==> config.mk <==
export PLATFORM = sky130hd
export DESIGN_NAME = imem_loader
export DESIGN_NICKNAME = d
export VERILOG_FILES = /design/src/rtl/imem_loader.sv
export SDC_FILE = /design/constraint.sdc
export NUM_CORES = 1
export LEC_CHECK = 0
export CELL_PAD_IN_SITES_DETAIL_PLACEMENT = 0
export CELL_PAD_IN_SITES_GLOBAL_PLACEMENT = 2
export CORE_ASPECT_RATIO = 1.4
export CORE_MARGIN = 8
export CORE_UTILIZATION = 30
export DETAILED_ROUTE_END_ITERATION = 10
export GPL_ROUTABILITY_DRIVEN = 1
export PLACE_DENSITY = 0.89
export SLEW_MARGIN = 15
export SYNTH_ARGS = -nofsm -noshare
export SYNTH_HDL_FRONTEND = slang
export SYNTH_SLANG_ARGS = --single-unit
==> constraint.sdc <==
create_clock -name clk -period 2.2 [get_ports clk]
set_input_delay 0.22 -clock clk [delete_from_list [all_inputs] [get_ports clk]]
set_output_delay 0.22 -clock clk [all_outputs]
set_load 0.05 [all_outputs]
==> src/rtl/imem_loader.sv <==
// Boot loader: assembles a little-endian byte stream into 32-bit words and writes them to
// instruction memory, then releases the core reset after a fixed settling delay.
module imem_loader #(
   parameter int ADDR_W      = 10,
   parameter int MAX_WORDS   = 1024,
   parameter int RELEASE_DLY = 4
) (
   input  logic              clk,
   input  logic              reset_n,
   input  logic              start,
   input  logic [ADDR_W:0]   len_words,
   input  logic              s_valid,
   input  logic [7:0]        s_data,
   output logic              s_ready,
   output logic              mem_we,
   output logic [ADDR_W-1:0] mem_addr,
   output logic [31:0]       mem_wdata,
   output logic              core_reset_n,
   output logic              busy,
   output logic              done,
   output logic              err
);

   localparam logic [2:0] ST_IDLE  = 3'd0;
   localparam logic [2:0] ST_RECV  = 3'd1;
   localparam logic [2:0] ST_WRITE = 3'd2;
   localparam logic [2:0] ST_HOLD  = 3'd3;
   localparam logic [2:0] ST_DONE  = 3'd4;

   localparam logic [ADDR_W:0] MAX_LEN   = (ADDR_W+1)'(MAX_WORDS);
   localparam logic [ADDR_W:0] ZERO_LEN  = {(ADDR_W+1){1'b0}};
   localparam logic [ADDR_W:0] ONE_LEN   = {{ADDR_W{1'b0}}, 1'b1};
   localparam logic [7:0]      HOLD_LAST = 8'(RELEASE_DLY - 1);

   logic [2:0]        state_r,    state_nx;
   logic [ADDR_W:0]   len_r,      len_nx;
   logic [ADDR_W:0]   word_cnt_r, word_cnt_nx;
   logic [1:0]        byte_cnt_r, byte_cnt_nx;
   logic [31:0]       word_r,     word_nx;
   logic [7:0]        hold_cnt_r, hold_cnt_nx;
   logic              err_r,      err_nx;
   logic              start_ok_s;

   logic              s_ready_r;
   logic              mem_we_r;
   logic [ADDR_W-1:0] mem_addr_r;
   logic [31:0]       mem_wdata_r;
   logic              core_reset_n_r;
   logic              busy_r;
   logic              done_r;

   // Next-state logic: start acceptance, byte assembly, word stepping and release delay.
   always_comb begin
      state_nx    = state_r;
      len_nx      = len_r;
      word_cnt_nx = word_cnt_r;
      byte_cnt_nx = byte_cnt_r;
      word_nx     = word_r;
      hold_cnt_nx = hold_cnt_r;
      err_nx      = err_r;
      start_ok_s  = (len_words != ZERO_LEN) && (len_words <= MAX_LEN);

      case (state_r)
         ST_IDLE, ST_DONE: begin
            if (start) begin
               if (start_ok_s) begin
                  state_nx    = ST_RECV;
                  len_nx      = len_words;
                  word_cnt_nx = ZERO_LEN;
                  byte_cnt_nx = 2'd0;
                  word_nx     = 32'h0000_0000;
                  err_nx      = 1'b0;
               end else begin
                  state_nx = ST_IDLE;
                  err_nx   = 1'b1;
               end
            end else begin
               state_nx = state_r;
            end
         end
         ST_RECV: begin
            if (s_valid) begin
               // Shift in from the top so the first byte ends up in bits 7:0.
               word_nx     = {s_data, word_r[31:8]};
               byte_cnt_nx = byte_cnt_r + 2'd1;
               if (byte_cnt_r == 2'd3) begin
                  state_nx = ST_WRITE;
               end else begin
                  state_nx = ST_RECV;
               end
            end else begin
               state_nx = ST_RECV;
            end
         end
         ST_WRITE: begin
            word_cnt_nx = word_cnt_r + ONE_LEN;
            byte_cnt_nx = 2'd0;
            hold_cnt_nx = 8'd0;
            if (word_cnt_nx == len_r) begin
               state_nx = ST_HOLD;
            end else begin
               state_nx = ST_RECV;
            end
         end
         ST_HOLD: begin
            if (hold_cnt_r == HOLD_LAST) begin
               state_nx = ST_DONE;
            end else begin
               hold_cnt_nx = hold_cnt_r + 8'd1;
               state_nx    = ST_HOLD;
            end
         end
         default: begin
            state_nx = ST_IDLE;
         end
      endcase
   end

   // State, counters and registered outputs (outputs decoded from the next state).
   always_ff @(posedge clk) begin
      if (!reset_n) begin
         state_r        <= ST_IDLE;
         len_r          <= ZERO_LEN;
         word_cnt_r     <= ZERO_LEN;
         byte_cnt_r     <= 2'd0;
         word_r         <= 32'h0000_0000;
         hold_cnt_r     <= 8'd0;
         err_r          <= 1'b0;
         s_ready_r      <= 1'b0;
         mem_we_r       <= 1'b0;
         mem_addr_r     <= {ADDR_W{1'b0}};
         mem_wdata_r    <= 32'h0000_0000;
         core_reset_n_r <= 1'b0;
         busy_r         <= 1'b0;
         done_r         <= 1'b0;
      end else begin
         state_r        <= state_nx;
         len_r          <= len_nx;
         word_cnt_r     <= word_cnt_nx;
         byte_cnt_r     <= byte_cnt_nx;
         word_r         <= word_nx;
         hold_cnt_r     <= hold_cnt_nx;
         err_r          <= err_nx;
         s_ready_r      <= (state_nx == ST_RECV);
         mem_we_r       <= (state_nx == ST_WRITE);
         mem_addr_r     <= word_cnt_nx[ADDR_W-1:0];
         mem_wdata_r    <= word_nx;
         core_reset_n_r <= (state_nx == ST_DONE);
         busy_r         <= (state_nx == ST_RECV) || (state_nx == ST_WRITE) || (state_nx == ST_HOLD);
         done_r         <= (state_nx == ST_DONE);
      end
   end

   assign s_ready      = s_ready_r;
   assign mem_we       = mem_we_r;
   assign mem_addr     = mem_addr_r;
   assign mem_wdata    = mem_wdata_r;
   assign core_reset_n = core_reset_n_r;
   assign busy         = busy_r;
   assign done         = done_r;
   assign err          = err_r;

endmodule

==> summary.txt <==
Synthesis
  • Yosys warns: 0
  • Post-Syn Nets: 430
  • Simple-Gate Fraction of Synth Area: 0.265
  • Post-synthesis xor/xnor area fraction: 0.0486
  • Seq/Total Area, Yosys: 0.421
  • Synth unique cells: 49
  • Cells after Synth: 404
  • Seq cells post-synth: 72
  • Top cells by area, synth: dfxtp_1, a21oi_1, nand3_1
  • Post-synthesis compound-gate area fraction: 0.152
  • Post-synth EDFFs: 0
  • Avg Inst Size Synth: 8.48 um2
  • Post-Syn Area: 3420 um2
  • Post-synthesis async set-or-reset flop share: 0
  • Largest family of logic cells by synthesized area: simple AND/OR/NAND/NOR gates
  • Area leader, netlist: dfxtp_1
  • Adder-cell share of the synthesized area: 0.0110
  • Ys flop type: dfxtp_1
  • Mux share of post-synthesis cell area: 0.0292
  • Top-area cell type share of the netlist area: 0.421

GRT
  • Largest net degree at the start of global routing: 34
  • GRT Overall Usage: 0.129
  • GR Util met2: 0.204
  • Initial antenna violation count: 0
  • Grt ovf: 0
  • Met3 usage: 0.0562
  • Vias in the first global route: about 3100
  • Grt peak-use layer: met2
  • First-pass GRT wire length: 15.5 mm
  • GR Util met1: 0.146

Route
  • Via density: 5.04
  • Wirelength per Cell: 15.5 um
  • Routed Antenna Nets: 0
  • DR vias: ~3100
  • Post-Route WL: 9.48 mm
  • DR DRC count: 0
  • Iteration-0 DRC Markers: 145
  • DRT Pass-1 Iters: 4

Placement
  • Buffers on Ports: 70
  • HPWL after DPL: between 6 and 7 mm
  • GPL Wtd Cong: between 0.8 and 0.9
  • Setup WS pre-CTS: around 0.11 ns

Setup path
  • Critical Path Max Stage Delay: 0.89 ns
  • Slowest cell on the critical path: clkdlybuf4s50_1
  • Crit path buffers/inverters: 1
  • CP max FO: 11
  • CP Capture Type: primary output
  • Top delay family on crit path: buffers and inverters
  • Arr. time, crit path: 1.82 ns
  • WS Path Type: flop to primary output
  • Crit-path cells: clkdlybuf4s50_1
  • Startpoint Class: flop
  • Required time of the critical path: 1.98 ns

Clock tree
  • CTS root buf: clkbuf_16
  • CTS H-tree depth: 3
  • Hold-fix buffers at CTS: 0
  • Max clock buf depth: 2
  • Setup bufs post-CTS: 0
  • TritonCTS clock tree: built
  • Clock Latency Late Sink: 0.34 ns
  • Num CTS Buffers: 9
  • CTS resizes: 0
  • Clock slew at reported path FFs: approximately 0.060 ns
  • Clk sinks: 72

STA
  • Slew Limit Headroom: 0.633
  • Clock Skews: about 0.0079 ns
  • RSZ-0062 raised after global routing: no
  • Setup WS post-layout: roughly 0.16 ns
  • Final setup viols: 0
  • Tcrit/Tclk final: 0.926
  • Worst-margin pin slew: 0.550 ns
  • Maximum clock frequency: about 0.5 GHz
  • Slew Limit Fails: 0
  • Crit path time final: 2.04 ns
  • Fin. Hold Viols: 0
  • Setup TNS Final: 0 ns

Layout
  • Share of cells above drive strength 1: 0.105
  • Area grow syn2layout: 33.7%
  • Leading cell type in the layout, fill and taps excluded: dfxtp_1
  • FF+latch area: 1440 um2
  • Diode count: 0
  • FILL cells: 1147
  • Fin nets: 489
  • Multi-input logic area: 1740 um2
  • Most frequent cells in the layout: dfxtp_1, clkdlybuf4s50_1, a21oi_1

Worst hold path
  • Min-Delay Path Class: input pin to flop

Run
  • Max-cap viol count: 0

Power and ir drop
  • Static Leak: 1.60 nW
  • Power Density: 729 nW/um2
  • VDD IR max: 0.000393 V

Floorplanning
  • Initial core utilization: 0.305
  • Core area: about 11000 um2
  • Row Count: 46
  • Die X: between 100 and 150 um
  • I/O pins: 71
  • Die area: 15100 um2
  • Die Y: 142 um

Outcome
  • Status: complete, no violations
[layer usage]
| layer | share of wire | routed length (um) |
|---|---|---|
| met3 | 0.089 | 843 |
| met5 | 0 | 0 |
| met2 | 0.47 | 4480 |
| met4 | 0.021 | 199 |
| met1 | 0.42 | 3960 |
[Yosys cell counts (2+ instances only)]
master and number:
nor3_1 7, nor4_2 3, or4b_2 2, o211a_1 2
xnor2_1 11, nand3b_1 4, buf_2 7, nand3_1 42
or3b_1 3, and4_1 4, clkbuf_1 14, buf_1 2
buf_6 4, a21oi_1 49, or3_1 3, mux2i_1 10
ha_1 3, nand2b_1 2, nand4_1 7, o21ai_0 10
a311oi_1 4, a31oi_1 7, buf_4 11, and3_1 10
xor2_1 8, dfxtp_1 72, o21a_1 2, a21o_1 3
nand2_1 46, nor2b_1 4, nor2_1 28, o211ai_1 3
[cells by family after synthesis]
group | after synthesis
simple gates | 172
fa+ha+maj | 3
xor+xnor | 19
compound gates | 87
flops | 72
mux | 10
buf+inv | 41
[power by group]
part	switching [mW]	internal (mW)	total [mW]
clock network	0.569	1.14	1.71
registers	0.0182	1.32	1.34
logic	0.163	0.122	0.284
total	0.750	2.59	3.34
[final timing paths]
| check | start | slack, ns | end | cells past startpoint |
|---|---|---|---|---|
| max reg2reg | hold_cnt_r[0] | 0.18 | state_r[1] | 5 |
| min reg2reg | mem_wdata[2] | 0.45 | mem_wdata[2] | 2 |
| max | word_cnt_r[6] | 0.16 | mem_addr[6] | 1 |
| min | s_data[7] | 0.45 | mem_wdata[31] | 3 |
[per-stage QoR]
stage | hold WS (ns) | instance area [um2] | power (mW) | utilization | std cells
final | 0.451 | 4580 | 3.34 | 0.408 | 612
after global routing | 0.462 | 4580 | 3.47 | 0.408 | 612
after CTS | 0.435 | 4580 | 3.39 | 0.408 | 612
after detailed placement | 0.445 | 4220 | 1.66 | 0.376 | 596
after global placement | 0.442 | 4220 | 1.66 | 0.376 | 596
after floorplan | 0.354 | 3420 | 1.54 | - | 404
[flip-flops by register name (all words and copies together), names as in the netlist, 2 cells and up]
name	flops
hold_cnt_r	8
byte_cnt_r	2
mem_wdata	32
word_cnt_r	11
state_r	3
len_r	11
[cell type report]
| class | count | share of cell area |
|---|---|---|
| Multi-Input combinational cell | 291 | 0.380 |
| Sequential cell | 72 | 0.315 |
| Timing Repair Buffer | 88 | 0.188 |
| Clock buffer | 10 | 0.0522 |
| Tap cell | 144 | 0.0394 |
| Clock inverter | 6 | 0.0251 |
| Inverter | 1 | 0.000820 |
No activity file was read; power rests on OpenSTA's default activity.
